## config.mk

```make
export PLATFORM = sky130hd
export DESIGN_NAME = divisor_seq_8bit
export DESIGN_NICKNAME = d
export VERILOG_FILES = /design/src/rtl/divisor_seq_8bit.sv
export SDC_FILE = /design/constraint.sdc
export NUM_CORES = 1
export LEC_CHECK = 0
export CORE_ASPECT_RATIO = 1.25
export CORE_MARGIN = 4
export CORE_UTILIZATION = 30
export DETAILED_ROUTE_END_ITERATION = 10
export PLACE_DENSITY = 0.61
export SLEW_MARGIN = 30
export SYNTH_ARGS = -nofsm -noshare
export SYNTH_HDL_FRONTEND = slang
export SYNTH_SLANG_ARGS = --single-unit
```

## constraint.sdc

```tcl
create_clock -name clk -period 3.35 [get_ports clk]
set_input_delay 0.67 -clock clk [delete_from_list [all_inputs] [get_ports clk]]
set_output_delay 0.67 -clock clk [all_outputs]
set_load 0.01 [all_outputs]
```

## src/rtl/divisor_seq_8bit.sv

```systemverilog
// Sequential unsigned restoring divider: one quotient bit per clock.
// A division by zero skips the iteration phase and reports all-ones
// quotient with the dividend as remainder. The done strobe is meant to
// serve directly as the load enable of a downstream result register.
module divisor_seq_8bit #(
    parameter int WIDTH = 8
) (
    input  logic             clk,
    input  logic             rst,
    input  logic             start,
    input  logic [WIDTH-1:0] dividend,
    input  logic [WIDTH-1:0] divisor,
    output logic [WIDTH-1:0] quotient,
    output logic [WIDTH-1:0] remainder,
    output logic             busy,
    output logic             done,
    output logic             div_zero
);

    localparam int CW = (WIDTH > 1) ? $clog2(WIDTH) : 1;

    typedef enum logic [1:0] {
        S_IDLE,
        S_CALC,
        S_DONE
    } state_t;

    state_t           r_state;
    state_t           w_next;

    logic [CW-1:0]    r_cnt;
    logic [WIDTH-1:0] r_p;
    logic [WIDTH-1:0] r_a;
    logic [WIDTH-1:0] r_d;
    logic [WIDTH-1:0] r_quot;
    logic [WIDTH-1:0] r_rem;
    logic             r_dz;

    logic             w_zero;
    logic             w_last;
    logic [WIDTH:0]   w_p_shift;
    logic             w_ge;
    logic [WIDTH-1:0] w_p_next;
    logic [WIDTH-1:0] w_a_next;

    // The partial remainder stays below the divisor after every restore step,
    // so it is kept WIDTH bits wide; only the shifted value needs the extra bit.
    assign w_zero    = (divisor == '0);
    assign w_last    = (r_cnt == CW'(WIDTH - 1));
    assign w_p_shift = {r_p, r_a[WIDTH-1]};
    assign w_ge      = (w_p_shift >= {1'b0, r_d});
    assign w_p_next  = w_ge ? (w_p_shift[WIDTH-1:0] - r_d) : w_p_shift[WIDTH-1:0];
    assign w_a_next  = {r_a[WIDTH-2:0], w_ge};

    // Next-state decode.
    always_comb begin
        w_next = r_state;
        case (r_state)
            S_IDLE: begin
                if (start) begin
                    w_next = w_zero ? S_DONE : S_CALC;
                end
            end
            S_CALC: begin
                if (w_last) begin
                    w_next = S_DONE;
                end
            end
            S_DONE:  w_next = S_IDLE;
            default: w_next = S_IDLE;
        endcase
    end

    // State register with synchronous active-low reset.
    always_ff @(posedge clk) begin
        if (!rst) begin
            r_state <= S_IDLE;
        end else begin
            r_state <= w_next;
        end
    end

    // Operand capture, iteration datapath and result registers.
    always_ff @(posedge clk) begin
        if (!rst) begin
            r_cnt  <= '0;
            r_p    <= '0;
            r_a    <= '0;
            r_d    <= '0;
            r_quot <= '0;
            r_rem  <= '0;
            r_dz   <= 1'b0;
        end else begin
            case (r_state)
                S_IDLE: begin
                    if (start) begin
                        if (w_zero) begin
                            r_quot <= '1;
                            r_rem  <= dividend;
                            r_dz   <= 1'b1;
                        end else begin
                            r_a   <= dividend;
                            r_d   <= divisor;
                            r_p   <= '0;
                            r_cnt <= '0;
                        end
                    end
                end
                S_CALC: begin
                    r_p   <= w_p_next;
                    r_a   <= w_a_next;
                    r_cnt <= r_cnt + CW'(1);
                    if (w_last) begin
                        r_quot <= w_a_next;
                        r_rem  <= w_p_next;
                        r_dz   <= 1'b0;
                    end
                end
                default: begin
                end
            endcase
        end
    end

    assign quotient  = r_quot;
    assign remainder = r_rem;
    assign div_zero  = r_dz;
    assign busy      = (r_state != S_IDLE);
    assign done      = (r_state == S_DONE);

endmodule
```

# Yosys cells after proc, flatten, opt, wreduce, memory -nomap -nowiden
# Cells that the tools add are included.
totals:
  register_bits: 46
  out_inout_bits: 19
  word_cells: 53
op_classes:
  n_addsub: 2
  n_lt_le_gt_ge: 1
  eq_ne: 7
  n_mux: 26
  bitwise: 1
  n_reduce_logical: 8
ops:
  columns: ["op", "n"]
  rows:
  - ["2-to-1 mux 8 bit", 11]
  - ["one-hot mux 8 bit (2 select lines)", 4]
  - [">= comparator 9 x 8 -> 1 bit", 1]
  - ["logical NOT 8 bit", 1]
  - ["!= test 2 bit, second input constant", 4]
  - ["subtractor 8 bit", 1]
  - ["2-to-1 mux 2 bit", 3]
  - ["2-to-1 mux 3 bit", 2]
  - ["one-hot mux 3 bit (2 select lines)", 1]
  - ["AND reduction 3 bit", 2]
  - ["one-hot mux 2 bit (2 select lines)", 1]
  - ["AND reduction 4 bit", 1]
  - ["nonzero test 2 bit", 2]
  - ["adder 3 x 1 -> 3 bit, second input constant", 1]
  - ["equality test 3 bit, second input constant", 1]
  - ["2-to-1 mux 1 bit", 3]
  - ["equality test 2 x 1 -> 1 bit, second input constant", 1]
  - ["equality test 2 bit, second input constant", 1]
  - ["logical NOT 2 bit", 1]
  - ["one-hot mux 1 bit (2 select lines)", 1]
  - ["AND reduction 2 bit", 1]
  - ["NOT 1 bit", 1]

# Longest topological paths before layout
depth:
  depth_word: 4
  depth_mapped: 9
  mapped_depth_nobuf: 9

# Least setup slack after synthesis
# No wires, ideal clock.
synth_path:
  path_type: "register to register"
  start: "register r_a[7]"
  end: "register r_rem[6] (netlist: remainder[6])"
  setup_ns: 0.074
  arrival_ns: 1.821
  required_time_ns: 3.276
  slack_ns: 1.455
  stages_incl_launch_ff: 10
  cell_sequence: "dfxtp_1 inv_1 ha_1 fa_1 nor2b_1 o31a_1 o21a_1 nor3_1 o31a_1 a31oi_1"
synth_via:
  elab_chain_cells: 4
  word_cells_on_any_way: 5
  classes_between: "add/sub: 1; order compare: 1; mux: 3"
synth_lines:
  columns: ["item", "line", "source"]
  rows:
  - ["start, declared", "33", "logic [WIDTH-1:0] r_a;"]
  - ["start signal, assigned", "102", "r_a <= dividend;"]
  - ["start signal, assigned", "111", "r_a <= w_a_next;"]
  - ["subtractor 8 bit / >= comparator 9 x 8 -> 1 bit (equally long branches)", "52, 51", null]
  - ["2-to-1 mux 8 bit *", "52", "assign w_p_next = w_ge ? (w_p_shift[WIDTH-1:0] - r_d) : w_p_shift[WIDTH-1:0];"]
  - ["2-to-1 mux 8 bit *", "113", "if (w_last) begin"]
  - ["one-hot mux 8 bit (2 select lines) *", "94", "case (r_state)"]
  - ["end signal, assigned", "99", "r_rem <= dividend;"]
  - ["end signal, assigned", "115", "r_rem <= w_p_next;"]
  - ["end, declared", "36", "logic [WIDTH-1:0] r_rem;"]
# Mark *: on every way between the ends. The rest lies on a longest branch, timed or not. The select of a mux whose other input is x is not followed.
# A chain may end at the register's enable or synchronous reset.

# Worst setup path in the final report
layout_path:
  start: "input port divisor[0]"
  end: "register r_rem[7] (netlist: remainder[7])"
layout_via:
  elab_chain_cells: 3
layout_lines:
  columns: ["item", "line", "source"]
  rows:
  - ["start, declared", "12", "input logic [WIDTH-1:0] divisor,"]
  - ["logical NOT 8 bit", "48", "assign w_zero = (divisor == '0);"]
  - ["!= test 2 bit (no line)", null, null]
  - ["AND reduction 4 bit (no line)", null, null]
# Every way passes these cells.

==> impl_metrics.json <==
{
  "vias": 2112,
  "placed_cell_area_sq_mm": 0.00279,
  "worst_pin_slew_ps": 671,
  "power_leakage_nw": 1.16,
  "crit_path_start_kind": "input port",
  "drt_iter0_drc": 87,
  "dp.cells": 401,
  "final_antenna_net_count": 0,
  "grt_pass1_wl_mm": 9.92,
  "cp-end-kind": "flop",
  "grt_overflow": 0,
  "nets": 346,
  "drcViolationCount": 0,
  "finalSetupTns_ps": 0,
  "root_buffer": "clkbuf_8",
  "antenna_found_initial": 0,
  "synthCells": 283,
  "clock_path_buffers": 2,
  "clkLatencyLatePin_ps": 300,
  "critPathRequiredTime_ps": 3570,
  "die_area_sq_mm": 0.00928,
  "ys_warn_count": 0,
  "wl_per_cell_um": 14.6,
  "regToRegStartpoint": "r_d[7]$_SDFFE_PN0P_",
  "r2r-end": "remainder[4]$_SDFFE_PN0P_",
  "drive_gt1_share_pct": 7.26,
  "core-area_sq_mm": 0.00749,
  "ys_ff_latch": 46,
  "syn_area_sq_mm": 0.00234,
  "outcome": "finished, final reports clean",
  "syn_nets": 313,
  "crit_arrival_ps": 2690,
  "hold-path-endpoint": "quotient[7]$_SDFFE_PN0P_",
  "vdd_drop_max_mv": 0.241,
  "hp-start": "quotient[7]$_SDFFE_PN0P_",
  "avgSynthCellArea_sq_um": 8.26,
  "finalHoldViolCount": 0,
  "yosysTopAreaCellShare_pct": 39.4,
  "diodes": 0,
  "die_x_um": 86.9,
  "grt_max_degree": 29,
  "dp_slack_ps": 553,
  "synth.area.top_cells": "dfxtp_1 39%, nand2_1 8.7%, ha_1 5.4%",
  "hpwl_mm": 4.40,
  "r2r_slack_ps": 1120,
  "maxSlewViolCount": 0,
  "numClockSinks": 46,
  "hold_class": "flop to flop",
  "yosysTopAreaCell": "dfxtp_1",
  "grt_pass1_vias": 2043,
  "routed_wirelength_mm": 5.98,
  "vias_per_cell": 5.16,
  "fp.dieH_um": 107,
  "fmax_mhz": 405,
  "finalPower_w": 0.00144,
  "cts_hold_buf": 0,
  "rsz0062_at_grt": "no",
  "ioPinCount": 38,
  "rows": 35,
  "finClkSkew_ps": 5.97,
  "grt_usage_pct": 13.4,
  "seq_area_frac_synth_pct": 39.4,
  "h-tree-depth": 2,
  "ff2ff_path_depth": 8,
  "cts_tree": "yes",
  "period_needed_ps": 2470,
  "initial_core_util_pct": 31.2,
  "cts_buffers": 5,
  "fin_crit_sh_pct": 73.7,
  "portBuffers": 37,
  "first_pass_iters": 4,
  "final_cells": 409,
  "synthToLayoutAreaGrowth_pct": 23.8,
  "relSlewSlack_pct": 55.2,
  "crit_type": "input port to flop",
  "finalSetupViolCount": 0,
  "setup_ws_ps": 880,
  "crit_fanout": 23,
  "power_density_mw_per_mm2": 497,
  "gp_congestion": 0.842,
  "cts-resized-gates": 0,
  "path_clk_slew_ps": 90,
  "cts_setup_buffers": 0,
  "cap_violations": 0,
  "whs_path_depth": 2,
  "fillers": 776,
  "ys_types": 45,
  "fin_area_sq_mm": 0.00289
}
-- cells in the final DEF, fill, tap and decap left out, drive strengths merged, types with 3 or more instances in the layout --
cell           instances
nor4                   3
nor2                   7
and2                   6
inv                   12
o21ai                 18
clkdlybuf4s50         36
o21a                   5
nand3                 21
nand2                 55
buf                    7
o211ai                 4
clkbuf                 5
o211a                  8
nor2b                  6
dfxtp                 46
a31oi                  6
a21boi                22
ha                    10
a21oi                  9
-- through the flow --
step	util [%]	hold WS (ps)
after global routing	38.6	483
final	38.6	458
after global placement	37.3	441
after CTS	38.7	465
after floorplan	-	443
after detailed placement	37.3	444
-- kinds of logic after synthesis --
| family | after synthesis | share of synthesized area [%] |
|---|---|---|
| buffers and inverters | 29 | 5.25 |
| adder cells (fa/ha/maj) | 11 | 6.21 |
| AND/OR/NAND/NOR | 106 | 20.9 |
| flip-flops | 46 | 39.4 |
| XOR/XNOR | 2 | 0.750 |
| multiplexers | 1 | 0.482 |
| AO/OA/AOI/OAI | 88 | 27.0 |
-- state kept, by name, indices dropped and copies added, names as in the netlist --
| signal | cells |
|---|---|
| r_state | 2 |
| quotient | 8 |
| r_a | 8 |
| div_zero | 1 |
| r_p | 8 |
| r_d | 8 |
| r_cnt | 3 |
| remainder | 8 |
-- how the worst max path moves through the flow --
stage                                 to           startpoint  slack [ps]  cells after the start
2_1_floorplan  remainder[6]$_SDFFE_PN0P_  r_a[7]$_SDFFE_PN0P_        1460                      9
3_3_place_gp   remainder[7]$_SDFFE_PN0P_           divisor[0]         600                      6
3_5_place_dp   remainder[7]$_SDFFE_PN0P_           divisor[1]         550                      6
4_1_cts        remainder[7]$_SDFFE_PN0P_           divisor[0]         860                      6
5_1_grt        remainder[7]$_SDFFE_PN0P_           divisor[1]         750                      6
6_report       remainder[7]$_SDFFE_PN0P_           divisor[0]         880                      6
-- power breakdown --
part	switching [W]	internal [W]	leakage (nW)
Sequential	0.0000264	0.000579	0.375
Clock	0.000193	0.000220	0.0579
Combinational	0.000251	0.000170	0.725
-- area by class of cell --
cell class / count / area [sq um] / area share, %
multi-input cells: 208 / 1290 / 44.7
clock buffers: 5 / 68.8 / 2.38
clock inverters: 3 / 40.0 / 1.38
repair buffers: 43 / 410 / 14.2
flip-flops and latches: 46 / 921 / 31.8
well taps: 92 / 115 / 3.98
inverters: 12 / 45.0 / 1.56
-- routing by layer --
layer	track usage, %	share of wire (%)	routed length [um]	up-vias
met5	0	0	0	-
met4	4.45	1.7	103	0
met3	2.61	3.4	206	8
met2	23.1	49	2920	42
met1	16.5	46	2750	997
li1	-	-	-	1065
-- synth_stat cells (all sizes together) --
library cell	count
a211oi	2
a21boi	22
a21o	2
a21oi	9
a22oi	2
a311oi	1
a31oi	6
and2	6
and2b	1
and3	1
buf	6
clkbuf	11
dfxtp	46
fa	1
ha	10
inv	12
mux2	1
nand2	55
nand2b	1
nand3	21
nand4	1
nor2	7
nor2b	6
nor3	2
nor4	3
o211a	8
o211ai	4
o21a	5
o21ai	18
o221a	2
o221ai	2
o22ai	1
o31a	2
o31ai	1
o41a	1
or2	1
or3	1
xnor2	2
-- critical path: stages --
cell and delay, ps:
clkdlybuf4s50_1 420, nor4_1 430, nand4_1 190, nand2_1 550, o221ai_1 230, a211oi_1 190
Power figures use the tool's default switching activity.
